[config.mk]
export PLATFORM = sky130hd
export DESIGN_NAME = tl45_load_scoreboard_flat
export DESIGN_NICKNAME = d
export VERILOG_FILES = /design/src/rtl/tl45_load_scoreboard_if.sv /design/src/rtl/tl45_load_scoreboard.sv /design/src/flat_wrapper.sv
export SDC_FILE = /design/constraint.sdc
export NUM_CORES = 1
export LEC_CHECK = 0
export ABC_AREA = 0
export BUFFER_PORTS_ARGS = -buffer_cell sky130_fd_sc_hd__buf_2
export CAP_MARGIN = 20
export CELL_PAD_IN_SITES_DETAIL_PLACEMENT = 1
export CELL_PAD_IN_SITES_GLOBAL_PLACEMENT = 1
export CORE_MARGIN = 1.5
export CORE_UTILIZATION = 45
export CTS_CLUSTER_SIZE = 14
export DETAILED_ROUTE_END_ITERATION = 10
export PLACE_DENSITY_LB_ADDON = 0.1
export SYNTH_ARGS = -nofsm -noshare
export SYNTH_HDL_FRONTEND = slang
export SYNTH_SLANG_ARGS = --single-unit
[constraint.sdc]
create_clock -name i_clk -period 8.1 [get_ports i_clk]
set_clock_uncertainty 0.15 [all_clocks]
set_input_delay 0 -clock i_clk [delete_from_list [all_inputs] [get_ports i_clk]]
set_output_delay 0 -clock i_clk [all_outputs]
set_load 0.05 [all_outputs]
[src/rtl/tl45_load_scoreboard_if.sv]
// Register-read hazard bundle between the RR stage and the load scoreboard.
// The master side is RR and the writeback port; the slave side is the scoreboard.
interface tl45_load_scoreboard_if #(
  parameter int MAX_OUTSTANDING = 4
);
  localparam int CW = $clog2(MAX_OUTSTANDING + 1);

  logic          i_pipe_stall;
  logic          i_pipe_flush;
  logic          i_valid;
  logic [4:0]    i_opcode;
  logic          i_ri;
  logic [3:0]    i_dr;
  logic [3:0]    i_sr1;
  logic [3:0]    i_sr2;
  logic          i_wb_valid;
  logic [3:0]    i_wb_reg;
  logic          o_pipe_stall;
  logic          o_hazard;
  logic [15:0]   o_busy;
  logic [CW-1:0] o_outstanding;
  logic          o_deadlock;

  modport master (
    output i_pipe_stall, i_pipe_flush, i_valid, i_opcode, i_ri,
    output i_dr, i_sr1, i_sr2, i_wb_valid, i_wb_reg,
    input  o_pipe_stall, o_hazard, o_busy, o_outstanding, o_deadlock
  );

  modport slave (
    input  i_pipe_stall, i_pipe_flush, i_valid, i_opcode, i_ri,
    input  i_dr, i_sr1, i_sr2, i_wb_valid, i_wb_reg,
    output o_pipe_stall, o_hazard, o_busy, o_outstanding, o_deadlock
  );
endinterface

[src/rtl/tl45_load_scoreboard.sv]
// Load scoreboard for the RR stage: tracks pending long-latency destinations
// and stalls RR on RAW/WAW/capacity hazards, with a sticky deadlock watchdog.
module tl45_load_scoreboard #(
  parameter logic [4:0] LOAD_OPCODE     = 5'h14,
  parameter logic [4:0] BRANCH_OPCODE   = 5'h0C,
  parameter int         MAX_OUTSTANDING = 4,
  parameter int         DEADLOCK_CYCLES = 256
) (
  input logic                   i_clk,
  input logic                   i_reset_n,
  tl45_load_scoreboard_if.slave sb
);
  localparam int CW = $clog2(MAX_OUTSTANDING + 1);
  localparam int DW = $clog2(DEADLOCK_CYCLES + 1);
  localparam logic [CW-1:0] MAX_CNT = CW'(MAX_OUTSTANDING);
  localparam logic [DW-1:0] DL_MAX  = DW'(DEADLOCK_CYCLES);

  logic [15:0]   busy_q;
  logic [CW-1:0] cnt_q;
  logic [DW-1:0] dl_q;
  logic          dead_q;

  logic          is_load;
  logic          raw;
  logic          waw;
  logic          full;
  logic          hazard;
  logic          accept;
  logic          set_en;
  logic          clr_en;
  logic [15:0]   set_mask;
  logic [15:0]   clr_mask;
  logic [15:0]   busy_d;
  logic [CW-1:0] cnt_d;

  assign is_load = (sb.i_opcode == LOAD_OPCODE) && (sb.i_dr != 4'd0);
  assign raw     = busy_q[sb.i_sr1] | (~sb.i_ri & busy_q[sb.i_sr2]);
  assign waw     = (sb.i_opcode != BRANCH_OPCODE) & busy_q[sb.i_dr];
  assign full    = is_load & (cnt_q == MAX_CNT);
  assign hazard  = sb.i_valid & ~sb.i_pipe_flush & (raw | waw | full);
  assign accept  = sb.i_valid & ~hazard & ~sb.i_pipe_stall
                 & ~sb.i_pipe_flush;
  assign set_en  = accept & is_load;
  assign clr_en  = sb.i_wb_valid & busy_q[sb.i_wb_reg];

  // Set is applied after clear so a same-register collision keeps the bit.
  always_comb begin
    set_mask = '0;
    clr_mask = '0;
    if (set_en) set_mask[sb.i_dr] = 1'b1;
    if (clr_en) clr_mask[sb.i_wb_reg] = 1'b1;
    busy_d = ((busy_q & ~clr_mask) | set_mask) & 16'hFFFE;
    unique case (1'b1)
      set_en & ~clr_en: cnt_d = cnt_q + 1'b1;
      clr_en & ~set_en: cnt_d = cnt_q - 1'b1;
      default:          cnt_d = cnt_q;
    endcase
  end

  always_ff @(posedge i_clk or negedge i_reset_n) begin
    if (!i_reset_n) begin
      busy_q <= '0;
      cnt_q  <= '0;
      dl_q   <= '0;
      dead_q <= 1'b0;
    end else begin
      busy_q <= busy_d;
      cnt_q  <= cnt_d;
      if (hazard) begin
        if (dl_q != DL_MAX) dl_q <= dl_q + 1'b1;
        if (dl_q == DL_MAX - 1'b1) dead_q <= 1'b1;
      end else begin
        dl_q <= '0;
      end
    end
  end

  assign sb.o_hazard      = hazard;
  assign sb.o_pipe_stall  = sb.i_pipe_stall | hazard;
  assign sb.o_busy        = busy_q;
  assign sb.o_outstanding = cnt_q;
  assign sb.o_deadlock    = dead_q;
endmodule

[src/flat_wrapper.sv]
// flat-port wrapper written by rule: the top's interface ports become plain ports
module tl45_load_scoreboard_flat 
#(
  parameter logic [4:0] LOAD_OPCODE     = 5'h14,
  parameter logic [4:0] BRANCH_OPCODE   = 5'h0C,
  parameter int         MAX_OUTSTANDING = 4,
  parameter int         DEADLOCK_CYCLES = 256
)
  (i_clk, i_reset_n, sb_i_pipe_stall, sb_i_pipe_flush, sb_i_valid, sb_i_opcode, sb_i_ri, sb_i_dr, sb_i_sr1, sb_i_sr2, sb_i_wb_valid, sb_i_wb_reg, sb_o_pipe_stall, sb_o_hazard, sb_o_busy, sb_o_outstanding, sb_o_deadlock);
  tl45_load_scoreboard_if #(.MAX_OUTSTANDING(MAX_OUTSTANDING)) sb_i ();
  input logic i_clk;
  input logic i_reset_n;
  input wire logic [$bits(sb_i.i_pipe_stall)-1:0] sb_i_pipe_stall;
  input wire logic [$bits(sb_i.i_pipe_flush)-1:0] sb_i_pipe_flush;
  input wire logic [$bits(sb_i.i_valid)-1:0] sb_i_valid;
  input wire logic [$bits(sb_i.i_opcode)-1:0] sb_i_opcode;
  input wire logic [$bits(sb_i.i_ri)-1:0] sb_i_ri;
  input wire logic [$bits(sb_i.i_dr)-1:0] sb_i_dr;
  input wire logic [$bits(sb_i.i_sr1)-1:0] sb_i_sr1;
  input wire logic [$bits(sb_i.i_sr2)-1:0] sb_i_sr2;
  input wire logic [$bits(sb_i.i_wb_valid)-1:0] sb_i_wb_valid;
  input wire logic [$bits(sb_i.i_wb_reg)-1:0] sb_i_wb_reg;
  output wire logic [$bits(sb_i.o_pipe_stall)-1:0] sb_o_pipe_stall;
  output wire logic [$bits(sb_i.o_hazard)-1:0] sb_o_hazard;
  output wire logic [$bits(sb_i.o_busy)-1:0] sb_o_busy;
  output wire logic [$bits(sb_i.o_outstanding)-1:0] sb_o_outstanding;
  output wire logic [$bits(sb_i.o_deadlock)-1:0] sb_o_deadlock;
  assign sb_i.i_pipe_stall = sb_i_pipe_stall;
  assign sb_i.i_pipe_flush = sb_i_pipe_flush;
  assign sb_i.i_valid = sb_i_valid;
  assign sb_i.i_opcode = sb_i_opcode;
  assign sb_i.i_ri = sb_i_ri;
  assign sb_i.i_dr = sb_i_dr;
  assign sb_i.i_sr1 = sb_i_sr1;
  assign sb_i.i_sr2 = sb_i_sr2;
  assign sb_i.i_wb_valid = sb_i_wb_valid;
  assign sb_i.i_wb_reg = sb_i_wb_reg;
  assign sb_o_pipe_stall = sb_i.o_pipe_stall;
  assign sb_o_hazard = sb_i.o_hazard;
  assign sb_o_busy = sb_i.o_busy;
  assign sb_o_outstanding = sb_i.o_outstanding;
  assign sb_o_deadlock = sb_i.o_deadlock;
  tl45_load_scoreboard #(.LOAD_OPCODE(LOAD_OPCODE), .BRANCH_OPCODE(BRANCH_OPCODE), .MAX_OUTSTANDING(MAX_OUTSTANDING), .DEADLOCK_CYCLES(DEADLOCK_CYCLES)) u_core (.i_clk(i_clk), .i_reset_n(i_reset_n), .sb(sb_i));
endmodule
After elaboration in Yosys (flattened, before gate mapping)

Index checks and enable logic that the tools add are counted.

$add $sub $neg: 3
Multipliers: 0
Divide/modulo/power cells: 0
$lt $le $gt $ge: 6
Equal/unequal tests: 6
Shift operators: 0
Muxes and demuxes: 17
Bitwise operators: 25
Reduce and logical (&&, ||, !) cells: 6

Operators by type and width:

| kind                                                        | count |
|---|---|
| 2-to-1 mux 16 bit                                           | 2 |
| less-than comparator 4 x 5 -> 1 bit (second input constant) | 4 |
| 2-to-1 mux 9 bit                                            | 2 |
| AND 16 bit                                                  | 1 |
| binary-select mux 1 bit (select 4 bit)                      | 4 |
| inverter 16 bit                                             | 1 |
| bitwise OR 16 bit                                           | 1 |
| AND 1 bit                                                   | 12 |
| adder 9 x 1 -> 9 bit (second input constant)                | 1 |
| equality test 9 x 8 -> 1 bit (second input constant)        | 1 |
| inequality test 9 bit (second input constant)               | 1 |
| demux 1 bit (select 4 bit)                                  | 2 |
| >= comparator 4 x 1 -> 1 bit (second input constant)        | 2 |
| 2-to-1 mux 1 bit                                            | 6 |
| inverter 1 bit                                              | 6 |
| one-hot mux 3 bit (2 select lines)                          | 1 |
| equality test 5 bit (second input constant)                 | 1 |
| inequality test 5 x 4 -> 1 bit (second input constant)      | 1 |
| bitwise OR 1 bit                                            | 4 |
| nonzero test 4 bit                                          | 1 |
| adder 3 x 1 -> 3 bit (second input constant)                | 1 |
| equality test 3 bit (second input constant)                 | 1 |
| logical AND 1 bit                                           | 3 |
| subtractor 3 x 1 -> 3 bit (second input constant)           | 1 |
| other kinds (3)                                             | 3 |

Bits in registers: 28
Latch bits: 0
Bits in writable memories: 0
Bits in read-only memories: 0
Output and inout bits: 22
Logic and storage cells: 67
Memories: 0

Depth between registers and ports, before layout

Depth after elaboration: 15
Mapped depth: 14
Mapped depth without buffers: 11

Worst setup path before layout

OpenSTA, ideal clock, no wires.

Path type: flip-flop to flip-flop
Start: register u_core.busy_q[3], in the netlist u_core.sb.o_busy[3]
End: register u_core.cnt_q[2], in the netlist u_core.sb.o_outstanding[2]
Setup time: 82 ps
Arrival time: 2949 ps
Required time: 7868 ps
Path slack: 4919 ps
Cell stages (with the launch flop): 14
Path through: dfrtp_1 -> mux4_2 -> nor2b_1 -> or4_4 -> buf_6 -> and3_4 -> buf_6 -> nand3_1 -> ha_1 -> inv_1 -> fa_1 -> xor2_1 -> nor2_1 -> xor2_1

Longest elaborated chain between the ends: 15
Elaborated cells on any way between the ends: 26

RTL lines:

| what                                                                            | line                       | source |
|---|---|---|
| from (decl)                                                                     | tl45_load_scoreboard.sv:18 | `logic [15:0] busy_q;` |
| from (signal assigned)                                                          | tl45_load_scoreboard.sv:67 | `busy_q <= busy_d;` |
| binary-select mux 1 bit (select 4 bit)                                          | tl45_load_scoreboard.sv:37 | `assign raw = busy_q[sb.i_sr1] \| (~sb.i_ri & busy_q[sb.i_sr2]);` |
| 2-to-1 mux 1 bit (implied by the code)                                          | tl45_load_scoreboard.sv:37 |  |
| AND 1 bit                                                                       | tl45_load_scoreboard.sv:37 |  |
| bitwise OR 1 bit                                                                | tl45_load_scoreboard.sv:37 |  |
| bitwise OR 1 bit (2 in a row)                                                   | tl45_load_scoreboard.sv:40 | `assign hazard = sb.i_valid & ~sb.i_pipe_flush & (raw \| waw \| full);` |
| AND 1 bit                                                                       | tl45_load_scoreboard.sv:40 |  |
| inverter 1 bit                                                                  | tl45_load_scoreboard.sv:41 | `assign accept = sb.i_valid & ~hazard & ~sb.i_pipe_stall` |
| AND 1 bit (2 in a row)                                                          | tl45_load_scoreboard.sv:41 |  |
| AND 1 bit                                                                       | tl45_load_scoreboard.sv:42 | `& ~sb.i_pipe_flush;` |
| AND 1 bit                                                                       | tl45_load_scoreboard.sv:43 | `assign set_en = accept & is_load;` |
| inverter 1 bit                                                                  | tl45_load_scoreboard.sv:55 | `clr_en & ~set_en: cnt_d = cnt_q - 1'b1;` |
| AND 1 bit                                                                       | tl45_load_scoreboard.sv:55 |  |
| one-hot mux 3 bit (2 select lines) / nonzero test 2 bit (equally long branches) | n/a                        |  |
| to (signal assigned)                                                            | tl45_load_scoreboard.sv:68 | `cnt_q <= cnt_d;` |
| to (decl)                                                                       | tl45_load_scoreboard.sv:19 | `logic [CW-1:0] cnt_q;` |

Several ways; a longest one is shown, not always the timed one. The select of a mux whose other input is x is not followed.
A chain may end at the register's enable or synchronous reset.

Worst setup path in the final report

Start: register u_core.busy_q[10], in the netlist u_core.sb.o_busy[10]
End: register u_core.cnt_q[1], in the netlist u_core.sb.o_outstanding[1]

The elaborated chain is that of the path after synthesis.

==> flow_summary.ini <==
[yosys]
yosysSeqAreaShare_pct = 30.6
synthCells = 241
ys_dominant_reg_cell = dfrtp_1
ys_warn_count = 0
synth-seq-cells = 28
netlist_area_um2 = 2290
synth_fp_nets = 274
synth_edf_count = 0
ys_types = 50
ys_async_sr_fraction_pct = 100
avgSynthCellArea_um2 = 9.52

[cells_and_area]
design_area_um2 = 2590
final-instance-count-excl-fill = 345
areaGrowthSynthToFinish_pct = 12.9
layout-drive-gt1-share_pct = 29.5
nFillCells = 600
antenna-diode-count = 0
finalNetCount = 312

[worst_setup_path]
critPathMaxStageDelay_ns = 0.68
critPathKind = reg2reg
startpoint_type = flop
critPathSlowestCell = and4_1
critPathMaxFanout = 13
cp.required_ns = 8.16
worstPathArrival_ns = 3.25
critical_path.endpoint_type = flop
cp_cell_sequence = mux4_1, o2111ai_1, and4_1, nand3_1, ha_1, inv_1, fa_1, mux2i_1

[global_route]
grt_overflow = 0
grt_start_max_net_pins = 29
grt_usage_pct = 26.8
grt_pass1_wl_um = 11300
antenna_found_initial = 0
first_global_vias = 2070

[floorplanning]
die-area_um2 = 5530
initial_core_util_pct = 47.6
rows = 25
dieHeight_um = 74.4
core_area_um2 = 4820
io_pins = 50
die_w_um = 74.4

[power]
power_density_nw_per_um2 = 117
power.leakage_nw = 1.08
ir_worst_vdd_mv = 0.0657

[clock_tree]
h-tree-depth = 1
cts.path.max_buffers = 2
postCtsSetupRepairBufs = 0
clock_latency_ns = 0.28
root_buffer = clkbuf_8
cts_buffers = 3
path_clk_slew_ns = 0.11
tritoncts = built
cts_sinks = 28
cts-resized-gates = 0
ctsHoldBuffers = 2

[route]
wirelength_um = 6940
wl_met3_um = 443
post_drt_wl_per_cell_um = 20.1
wl_met1_um = 3370
firstDrtPassIters = 4
remaining_drc_errors = 0
via_count = 2150
top_layer = met4
drtIter0Drc = 238
routed_via_density = 6.23
final_antenna_net_count = 0
wl_met2_um = 3110

[sta]
slew_viol_final = 0
worst_pin_slew_ns = 0.705
max_slew_margin_pct = 52.9
rsz0062_at_grt = false
setup-violations-final = 0
fmax_mhz = 313
final.period_utilization_pct = 39.5
hold_viol_final = 0
final.setup.tns_ns = 0
post-route-min-period_ns = 3.20

[hold_path]
hold_path_class = in2reg

[placed_design]
dp_hpwl_um = 5280
place_congestion = 0.826
place_inst = 339
dpl-instance-area_um2 = 2510
io_buffers = 48

[run_status]
status = completed

[job]
maxCapViolCount = 0
==> sequential cells by signal, indices dropped and copies added (netlist names) <==
| register | cells |
|---|---|
| u_core.sb.o_deadlock | 1 |
| u_core.dl_q | 9 |
| u_core.sb.o_busy | 15 |
| u_core.sb.o_outstanding | 3 |
==> through the flow <==
stage / worst slack, ns / util [%] / total power, mW / hold slack, ns
2_1_floorplan: 4.92 / - / 0.191 / -0.446
3_3_place_gp: 5.04 / 52.2 / 0.212 / -0.0789
3_5_place_dp: 4.94 / 52.2 / 0.213 / -0.0754
4_1_cts: 4.92 / 53.7 / 0.304 / 0.00732
5_1_grt: 4.77 / 53.7 / 0.316 / 0.0429
6_report: 4.90 / 53.7 / 0.303 / 0.0220
==> synth_stat cells, types with 7 or more instances <==
library cell / n / share of area [%]
dfrtp_1: 28 / 31
inv_1: 8 / 1.3
mux2_2: 7 / 3.4
mux4_2: 9 / 8.8
nand2_1: 8 / 1.3
nand2b_1: 9 / 2.5
nand3_1: 22 / 4.8
nor2b_1: 9 / 2.5
nor4_1: 16 / 4.4
o21ai_0: 22 / 4.8
o21ai_1: 10 / 2.2
xor2_1: 7 / 2.7
==> layout make-up <==
type | instances | area, um^2 | share of cell area [%]
Multi-Input combinational cell | 188 | 1460 | 56.4
Inverter | 8 | 30.0 | 1.16
Sequential cell | 28 | 701 | 27.1
Clock buffer | 4 | 55.1 | 2.13
Tap cell | 67 | 83.8 | 3.24
Timing Repair Buffer | 50 | 260 | 10.1
==> power by group <==
part           internal [mW]  switching (mW)  total, mW
logic                 0.0211          0.0451     0.0662
registers              0.142         0.00281      0.145
clock network         0.0436          0.0480     0.0916
total                  0.207          0.0959      0.303
==> worst max-delay path, delay by kind of cell (launching register included) <==
| family | cells | cell delay (ns) |
|---|---|---|
| AO/OA/AOI/OAI | 1 | 0.30 |
| adder cells (fa/ha/maj) | 2 | 0.65 |
| buffers and inverters | 1 | 0.07 |
| flip-flops | 1 | 0.47 |
| multiplexers | 2 | 0.65 |
| AND/OR/NAND/NOR | 2 | 0.83 |
==> metal layers <==
metal,vias to the layer above,track usage [%]
li1,989,-
met1,1070,43.0
met2,87,40.5
met3,4,2.03
met4,0,3.03
met5,-,0
==> placed cells by master (no fill, tap or decap), types with 3 or more instances in the layout <==
master	Yosys	layout
a221oi_1	4	4
or2_2	3	3
nand2_1	8	8
mux4_2	9	9
nor3b_1	3	3
nand3b_1	4	4
nand3_1	22	22
nor4_1	16	16
nand2b_1	9	9
mux2_2	7	7
xor2_1	7	7
o21ai_0	22	22
mux2i_1	3	3
ha_1	4	4
and2_1	4	4
clkbuf_8	0	4
nor2_1	4	4
nor2b_1	9	9
buf_2	4	48
nand4_1	4	4
dfrtp_1	28	28
a211oi_2	6	6
inv_1	8	8
o21ai_1	10	10
==> path summary, 6_finish.rpt <==
path | start | endpoint | slack (ns) | depth (start not counted)
max in group asynchronous | i_reset_n | u_core.dl_q[4]$_DFFE_PN0P_ | 7.23 | 2
max | u_core.sb.o_busy[10]$_DFF_PN0_ | u_core.sb.o_outstanding[1]$_DFFE_PN0P_ | 4.90 | 8
min | sb_i_wb_reg[3] | u_core.sb.o_busy[3]$_DFF_PN0_ | 0.02 | 4
min reg2reg | u_core.sb.o_outstanding[0]$_DFFE_PN0P_ | u_core.sb.o_outstanding[0]$_DFFE_PN0P_ | 0.35 | 1
max reg2reg | u_core.sb.o_busy[10]$_DFF_PN0_ | u_core.sb.o_outstanding[1]$_DFFE_PN0P_ | 4.90 | 8
min in group asynchronous | i_reset_n | u_core.sb.o_busy[4]$_DFF_PN0_ | 0.13 | 2
==> cell families after synthesis <==
group           synth area share (%)
compound gates                  15.8
xor+xnor                        3.44
simple gates                    26.0
buf+inv                         5.84
flops                           30.6
other cells                    0.164
fa+ha+maj                       3.06
mux                             15.2
Power figures use the tool's default switching activity.
